===== src/rtl/imem_loader_if.sv =====
// Handshake and write-port bundle between the byte-stream source, the program loader and the imem.
// The slave modport is the loader's view; the master modport is the stream source / observer view.
interface imem_loader_if;
  logic        start;
  logic        in_valid;
  logic [7:0]  in_data;
  logic        in_ready;
  logic        mem_we;
  logic [31:0] mem_waddr;
  logic [7:0]  mem_wdata;
  logic        busy;
  logic        done;
  logic        err;
  logic        core_hold;

  modport slave (
    input  start, in_valid, in_data,
    output in_ready, mem_we, mem_waddr, mem_wdata, busy, done, err, core_hold
  );

  modport master (
    output start, in_valid, in_data,
    input  in_ready, mem_we, mem_waddr, mem_wdata, busy, done, err, core_hold
  );
endinterface


===== src/rtl/imem_loader.sv =====
// Program loader: takes a framed byte stream (16-bit length, payload, 8-bit additive checksum)
// and writes the payload little-endian into a byte-writable imem, holding the core meanwhile.
module imem_loader #(
  parameter int DEPTH   = 128,
  parameter int TIMEOUT = 1024
) (
  input  logic         clk,
  input  logic         rst_n,
  imem_loader_if.slave bus
);

  localparam int CNT_W = $clog2(DEPTH + 1);
  localparam int TMO_W = $clog2(TIMEOUT + 1);
  localparam logic [15:0]      DEPTH16  = 16'(DEPTH);
  localparam logic [TMO_W-1:0] TMO_LAST = TMO_W'(TIMEOUT - 1);

  typedef enum logic [2:0] {
    S_IDLE,
    S_LEN_LO,
    S_LEN_HI,
    S_DATA,
    S_CSUM,
    S_DONE,
    S_ERR
  } state_t;

  state_t            state_q;
  logic [7:0]        len_lo_q;
  logic [15:0]       len_q;
  logic [CNT_W-1:0]  cnt_q;
  logic [7:0]        csum_q;
  logic [TMO_W-1:0]  tmo_q;
  logic              in_ready_q;
  logic              mem_we_q;
  logic [31:0]       mem_waddr_q;
  logic [7:0]        mem_wdata_q;
  logic              busy_q;
  logic              done_q;
  logic              err_q;

  logic              accept;
  logic [15:0]       len_full_d;
  logic [CNT_W-1:0]  cnt_d;
  logic [7:0]        csum_d;
  logic              tmo_hit;

  assign accept     = bus.in_valid & in_ready_q;
  assign len_full_d = {bus.in_data, len_lo_q};
  assign cnt_d      = cnt_q + CNT_W'(1);
  assign csum_d     = csum_q + bus.in_data;
  assign tmo_hit    = busy_q && !accept && (tmo_q == TMO_LAST);

  always_ff @(posedge clk or negedge rst_n) begin
    if (!rst_n) begin
      state_q     <= S_IDLE;
      len_lo_q    <= '0;
      len_q       <= '0;
      cnt_q       <= '0;
      csum_q      <= '0;
      tmo_q       <= '0;
      in_ready_q  <= 1'b0;
      mem_we_q    <= 1'b0;
      mem_waddr_q <= '0;
      mem_wdata_q <= '0;
      busy_q      <= 1'b0;
      done_q      <= 1'b0;
      err_q       <= 1'b0;
    end else begin
      mem_we_q <= 1'b0;

      // Idle-gap counter runs only during a load and restarts on every accepted byte.
      if (busy_q) begin
        if (accept) begin
          tmo_q <= '0;
        end else begin
          tmo_q <= tmo_q + TMO_W'(1);
        end
      end

      case (state_q)
        S_IDLE, S_DONE, S_ERR: begin
          if (bus.start) begin
            state_q    <= S_LEN_LO;
            in_ready_q <= 1'b1;
            busy_q     <= 1'b1;
            done_q     <= 1'b0;
            err_q      <= 1'b0;
            cnt_q      <= '0;
            csum_q     <= '0;
            tmo_q      <= '0;
          end
        end

        S_LEN_LO: begin
          if (accept) begin
            len_lo_q <= bus.in_data;
            state_q  <= S_LEN_HI;
          end
        end

        S_LEN_HI: begin
          if (accept) begin
            len_q <= len_full_d;
            if (len_full_d > DEPTH16) begin
              state_q    <= S_ERR;
              in_ready_q <= 1'b0;
              busy_q     <= 1'b0;
              err_q      <= 1'b1;
            end else if (len_full_d == 16'd0) begin
              state_q <= S_CSUM;
            end else begin
              state_q <= S_DATA;
            end
          end
        end

        S_DATA: begin
          if (accept) begin
            mem_we_q    <= 1'b1;
            mem_waddr_q <= {{(32-CNT_W){1'b0}}, cnt_q};
            mem_wdata_q <= bus.in_data;
            cnt_q       <= cnt_d;
            csum_q      <= csum_d;
            if ({{(16-CNT_W){1'b0}}, cnt_d} == len_q) begin
              state_q <= S_CSUM;
            end
          end
        end

        S_CSUM: begin
          if (accept) begin
            in_ready_q <= 1'b0;
            busy_q     <= 1'b0;
            if (bus.in_data == csum_q) begin
              state_q <= S_DONE;
              done_q  <= 1'b1;
            end else begin
              state_q <= S_ERR;
              err_q   <= 1'b1;
            end
          end
        end

        default: begin
          state_q    <= S_IDLE;
          in_ready_q <= 1'b0;
          busy_q     <= 1'b0;
        end
      endcase

      // A stalled stream aborts the load; no accept this cycle, so no write is in flight.
      if (tmo_hit) begin
        state_q    <= S_ERR;
        in_ready_q <= 1'b0;
        busy_q     <= 1'b0;
        done_q     <= 1'b0;
        err_q      <= 1'b1;
      end
    end
  end

  assign bus.in_ready  = in_ready_q;
  assign bus.mem_we    = mem_we_q;
  assign bus.mem_waddr = mem_waddr_q;
  assign bus.mem_wdata = mem_wdata_q;
  assign bus.busy      = busy_q;
  assign bus.done      = done_q;
  assign bus.err       = err_q;
  assign bus.core_hold = busy_q;

endmodule


===== src/flat_wrapper.sv =====
// flat-port wrapper written by rule: the top's interface ports become plain ports
module imem_loader_flat 
#(
  parameter int DEPTH   = 128,
  parameter int TIMEOUT = 1024
)
  (clk, rst_n, bus_start, bus_in_valid, bus_in_data, bus_in_ready, bus_mem_we, bus_mem_waddr, bus_mem_wdata, bus_busy, bus_done, bus_err, bus_core_hold);
  imem_loader_if bus_i ();
  input  logic clk;
  input  logic rst_n;
  input wire logic [$bits(bus_i.start)-1:0] bus_start;
  input wire logic [$bits(bus_i.in_valid)-1:0] bus_in_valid;
  input wire logic [$bits(bus_i.in_data)-1:0] bus_in_data;
  output wire logic [$bits(bus_i.in_ready)-1:0] bus_in_ready;
  output wire logic [$bits(bus_i.mem_we)-1:0] bus_mem_we;
  output wire logic [$bits(bus_i.mem_waddr)-1:0] bus_mem_waddr;
  output wire logic [$bits(bus_i.mem_wdata)-1:0] bus_mem_wdata;
  output wire logic [$bits(bus_i.busy)-1:0] bus_busy;
  output wire logic [$bits(bus_i.done)-1:0] bus_done;
  output wire logic [$bits(bus_i.err)-1:0] bus_err;
  output wire logic [$bits(bus_i.core_hold)-1:0] bus_core_hold;
  assign bus_i.start = bus_start;
  assign bus_i.in_valid = bus_in_valid;
  assign bus_i.in_data = bus_in_data;
  assign bus_in_ready = bus_i.in_ready;
  assign bus_mem_we = bus_i.mem_we;
  assign bus_mem_waddr = bus_i.mem_waddr;
  assign bus_mem_wdata = bus_i.mem_wdata;
  assign bus_busy = bus_i.busy;
  assign bus_done = bus_i.done;
  assign bus_err = bus_i.err;
  assign bus_core_hold = bus_i.core_hold;
  imem_loader #(.DEPTH(DEPTH), .TIMEOUT(TIMEOUT)) u_core (.clk(clk), .rst_n(rst_n), .bus(bus_i));
endmodule

===== config.mk =====
export PLATFORM = sky130hd
export DESIGN_NAME = imem_loader_flat
export DESIGN_NICKNAME = d
export VERILOG_FILES = /design/src/rtl/imem_loader_if.sv /design/src/rtl/imem_loader.sv /design/src/flat_wrapper.sv
export SDC_FILE = /design/constraint.sdc
export NUM_CORES = 1
export LEC_CHECK = 0
export BUFFER_PORTS_ARGS = -buffer_cell sky130_fd_sc_hd__buf_2
export CORE_MARGIN = 2
export CORE_UTILIZATION = 45
export DETAILED_ROUTE_END_ITERATION = 8
export PLACE_DENSITY = 0.73
export SYNTH_ARGS = -nofsm -noshare
export SYNTH_HDL_FRONTEND = slang
export SYNTH_SLANG_ARGS = --single-unit

===== constraint.sdc =====
create_clock -name clk -period 5.3 [get_ports clk]
set_input_delay 0.265 -clock clk [delete_from_list [all_inputs] [get_ports clk]]
set_output_delay 0.265 -clock clk [all_outputs]
set_load 0.02 [all_outputs]

# Yosys cells after proc, flatten, opt, wreduce, memory -nomap -nowiden
# Index checks and enable logic that the tools add are counted.
# totals
register_bits	74
out_inout_bits	46
word_cells	95
# op_classes
addsub	3
order_cmp	1
eq_ne	21
mux	39
bitwise_logic	1
n_reduce_logical	18
# op_table
cell	count
2-to-1 mux 11 bit	4
one-hot mux 8 bit (2 select lines)	2
2-to-1 mux 3 bit	9
2-to-1 mux 8 bit	3
!= test 3 x 1 -> 1 bit, second input constant	7
== test 8 x 16 -> 1 bit	1
greater-than comparator 16 x 8 -> 1 bit, second input constant	1
logical NOT 16 bit	1
2-to-1 mux 1 bit	16
one-hot mux 3 bit (5 select lines)	1
AND reduction 6 bit	2
adder 11 x 1 -> 11 bit, second input constant	1
== test 11 x 10 -> 1 bit, second input constant	1
== test 3 bit, second input constant	3
adder 8 x 1 -> 8 bit, second input constant	1
adder 8 bit	1
== test 8 bit	1
== test 3 x 2 -> 1 bit, second input constant	2
!= test 3 x 2 -> 1 bit, second input constant	2
AND reduction 2 bit	3
AND reduction 5 bit	1
!= test 2 x 1 -> 1 bit, second input constant	2
one-hot mux 1 bit (4 select lines)	1
AND reduction 4 bit	1
15 further kinds	16

# Logic depth before layout (Yosys ltp)
# depth
ltp_word	6
mapped_depth	8
ltp_nobuf	8

# Worst setup path before layout
# No wires, ideal clock.
# synth_path
path_kind	reg2reg
startpoint	reg u_core.csum_q[1]
endpoint	reg u_core.csum_q[7]
setup_time_ns	0.133
t_arrival_ns	1.925
required_ns	5.167
slack_ns	3.242
path_stages_with_launch	8
path_buffers	0
path_cell_list	dfrtp_1 ha_1 a21oi_1 o21ai_0 a2111oi_0 nor3_1 a211oi_1 o31ai_1
# synth_between
elab_chain_len	3
# synth_lines
element	line	text
start, declared	imem_loader.sv:31	logic [7:0] csum_q;
start signal, assigned	imem_loader.sv:123	csum_q <= csum_d;
adder 8 bit	imem_loader.sv:50	assign csum_d = csum_q + bus.in_data;
2-to-1 mux 8 bit	imem_loader.sv:118	if (accept) begin
one-hot mux 8 bit (2 select lines)	imem_loader.sv:80	case (state_q)
# Every way passes these cells. The select of a mux whose other input is x is not followed.
# A chain may end at the register's enable or synchronous reset.

# Final worst setup path
# layout_path
startpoint	reg u_core.state_q[1]
endpoint	reg u_core.csum_q[7]
# layout_between
elab_chain_len	4
word_cells_on_any_way	10
# layout_lines
element	line	text
start, declared	imem_loader.sv:27	state_t state_q;
start signal, assigned	imem_loader.sv:55	state_q <= S_IDLE;
start signal, assigned	imem_loader.sv:83	state_q <= S_LEN_LO;
start signal, assigned	imem_loader.sv:97	state_q <= S_LEN_HI;
== test 3 bit / logical NOT 3 bit (equally long branches)	imem_loader.sv:80	
OR reduction 3 bit	imem_loader.sv:80	
!= test 2 bit (no line) / nonzero test 2 bit (equally long branches)	n/a	
AND reduction 3 bit (no line)	n/a	
# Several ways; a longest one is shown, not always the timed one.

==> flow_summary.ini <==
[run_status]
status = finished, final reports clean

[cts]
cts_resized = 0
clock_latency_ps = 360
post_cts_buffers = 0
ctsHoldBuffers = 0
cts.sinks = 74
clk_path_buf_depth = 2
cts_made_buffers = 9
path_clk_slew_ps = 90
cts_tree = built
clockRootBuffer = clkbuf_8
htreeDepth = 3

[grt]
grt_use_total_pct = 18.7
grt_max_degree = 75
antenna_found_initial = 0
grt_overflow = 0
grt_pass1_wl_mm = 14.5
grt_pass1_vias = 2962

[setup_path]
cp.arrival_ps = 2950
cp.required_ps = 5530
crit_path_start_kind = flop
path_class = flop to flop
cp_max_fo = 43
critPathCaptureType = flop

[routing]
vias = 3025
first_iter_violations = 198
wl_met3_microns = 398
via_per_inst = 5.45
dr.pass1.iters = 4
wl_met1_mm = 3.87
drc = 0
drt-total-wl_mm = 8.47
routedWlPerCell_microns = 15.3
drtAntennaViolNets = 0
wl_met2_mm = 4.07
top_layer = met4

[placed_design]
gp_congestion = 0.895
port_buffers = 33
place_hpwl_mm = 5.85
dp_cells = 539
dpl_cell_area_sq_um = 4110

[power]
powerDensity_nw_per_um2 = 505
p_leak_nw = 2.03
vdd_drop_max_mv = 0.290
power_w = 0.00218

[final_layout]
fin_area_sq_um = 4320
finalNetCount = 464
layout_common_cells = nand2_1 (78), dfrtp_1 (74), buf_2 (33)
seq_area_sq_um = 1850
fin_util_pct = 50.0
antennaDiodeCount = 0
mostFrequentLayoutCell = nand2_1
area_delta_synth_final_pct = 9.04
multi_input_area_sq_um = 1910
drive_above_1_share_pct = 18.3
fillers = 809
fin_cells = 555

[timing]
min_period_ps = 2720
fin_worst_skew_ps = 7.66
fmax_mhz = 368
post-route-period-util_pct = 51.3
drv_slew = 0
max-slew-margin-rel_pct = 21.4
rsz0062_at_grt = false
setup_tns_ps = 0
final_hold_viol_count = 0
tightest_slew_ps = 1170
setup_viol = 0

[floorplan]
core_sq_um = 8640
start_util_pct = 45.9
die_x_microns = 97.8
die_height_microns = 97.8
ios = 58
die-area_sq_um = 9570
rows = 34

[synthesis]
async_flop_share_pct = 100
synth-edff-count = 0
yosys_warnings = 0
syn_inst = 414
ys_seq_area_share_pct = 46.8
syn-mean-instance-area_sq_um = 9.57
syn_area_sq_um = 3960
ys_ff_latch = 74
synth_cell_types = 52
synth_ff_type = dfrtp_1

[min_path]
hold_path.class = input pin to asynchronous set/reset pin

[flow_run]
cap_violations = 0
==> kinds of logic after synthesis <==
kind of cell    after synthesis  synth area share, %
buf+inv                      50                 7.27
compound gates               71                 11.7
other cells                   1               0.0947
fa+ha+maj                    10                 3.35
flops                        74                 46.8
xor+xnor                     24                 5.31
mux                          24                 6.82
simple gates                160                 18.7
==> metrics by stage <==
stage	hold slack, ps	setup slack [ps]
final	103	2580
after global routing	185	2270
after CTS	148	2600
after detailed placement	458	2600
after global placement	458	2760
after floorplan	-30.6	3240
==> cells in the mapped netlist (2+ instances only) <==
cell	n	share of area (%)
nand2_1	78	7.4
dfrtp_1	74	47
nor2_1	28	2.7
buf_4	26	4.9
mux2_2	24	6.8
o21ai_0	21	2.7
a21oi_1	15	1.9
xnor2_1	15	3.3
clkbuf_1	13	1.2
nor3_1	11	1.4
ha_1	9	2.8
xor2_1	9	2.0
inv_1	8	0.76
nand3_1	8	1.0
o22ai_1	6	0.95
o31ai_1	6	1.1
nand4_1	5	0.79
nor2b_1	5	0.79
or3_1	5	0.79
nand2b_1	3	0.47
nor4_1	3	0.47
or4_1	3	0.57
a211oi_1	2	0.38
a21o_1	2	0.38
a221o_1	2	0.51
a22o_1	2	0.44
a31o_1	2	0.44
and3_1	2	0.32
and3_2	2	0.38
buf_2	2	0.25
o21bai_1	2	0.38
==> path summary, 6_finish.rpt <==
| check | startpoint | cells past startpoint | slack, ps | end |
|---|---|---|---|---|
| worst min-delay path | rst_n | 2 | 100 | u_core.tmo_q[6] |
| min in group clk | bus_in_data[0] | 3 | 180 | u_core.bus.mem_wdata[0] |
| max in group asynchronous | rst_n | 2 | 4570 | u_core.state_q[1] |
| worst max-delay path | u_core.state_q[1] | 7 | 2580 | u_core.csum_q[7] |
| worst max register to register | u_core.state_q[1] | 7 | 2580 | u_core.csum_q[7] |
| worst min register to register | u_core.bus.mem_wdata[0] | 2 | 490 | u_core.bus.mem_wdata[0] |
==> layer usage <==
metal | track usage (%) | up-vias
li1 | - | 1439
met1 | 25.3 | 1477
met2 | 30.1 | 92
met3 | 4.29 | 17
met4 | 5.98 | 0
met5 | 0 | -
==> flip-flops by register name (all words and copies together), names as in the netlist, 3 cells and up <==
| name | flops |
|---|---|
| u_core.len_q | 16 |
| u_core.tmo_q | 11 |
| u_core.bus.mem_waddr | 8 |
| u_core.bus.mem_wdata | 8 |
| u_core.cnt_q | 8 |
| u_core.csum_q | 8 |
| u_core.len_lo_q | 8 |
| u_core.state_q | 3 |
==> worst max-delay path: stages (launching register included) <==
cell and delay [ps]:
dfrtp_1 620, nor2b_1 310, nand4_1 130, buf_4 290
inv_1 590, nor2_1 250, a211oi_1 290, o31ai_1 100
==> where the power goes <==
group	total, W	leakage (nW)	switching (W)	internal, W
Sequential	0.000915	0.966	0.000172	0.000743
Clock	0.000467	0.0988	0.000241	0.000226
Combinational	0.000797	0.962	0.000445	0.000352
==> final cells by class <==
type | instances | share of cell area (%)
Timing Repair Buffer | 36 | 4.35
Inverter | 8 | 0.695
Multi-Input combinational cell | 313 | 44.2
Tap cell | 108 | 3.13
Sequential cell | 74 | 42.9
Clock inverter | 7 | 1.91
Clock buffer | 9 | 2.87
No activity file was read; power rests on OpenSTA's default activity.
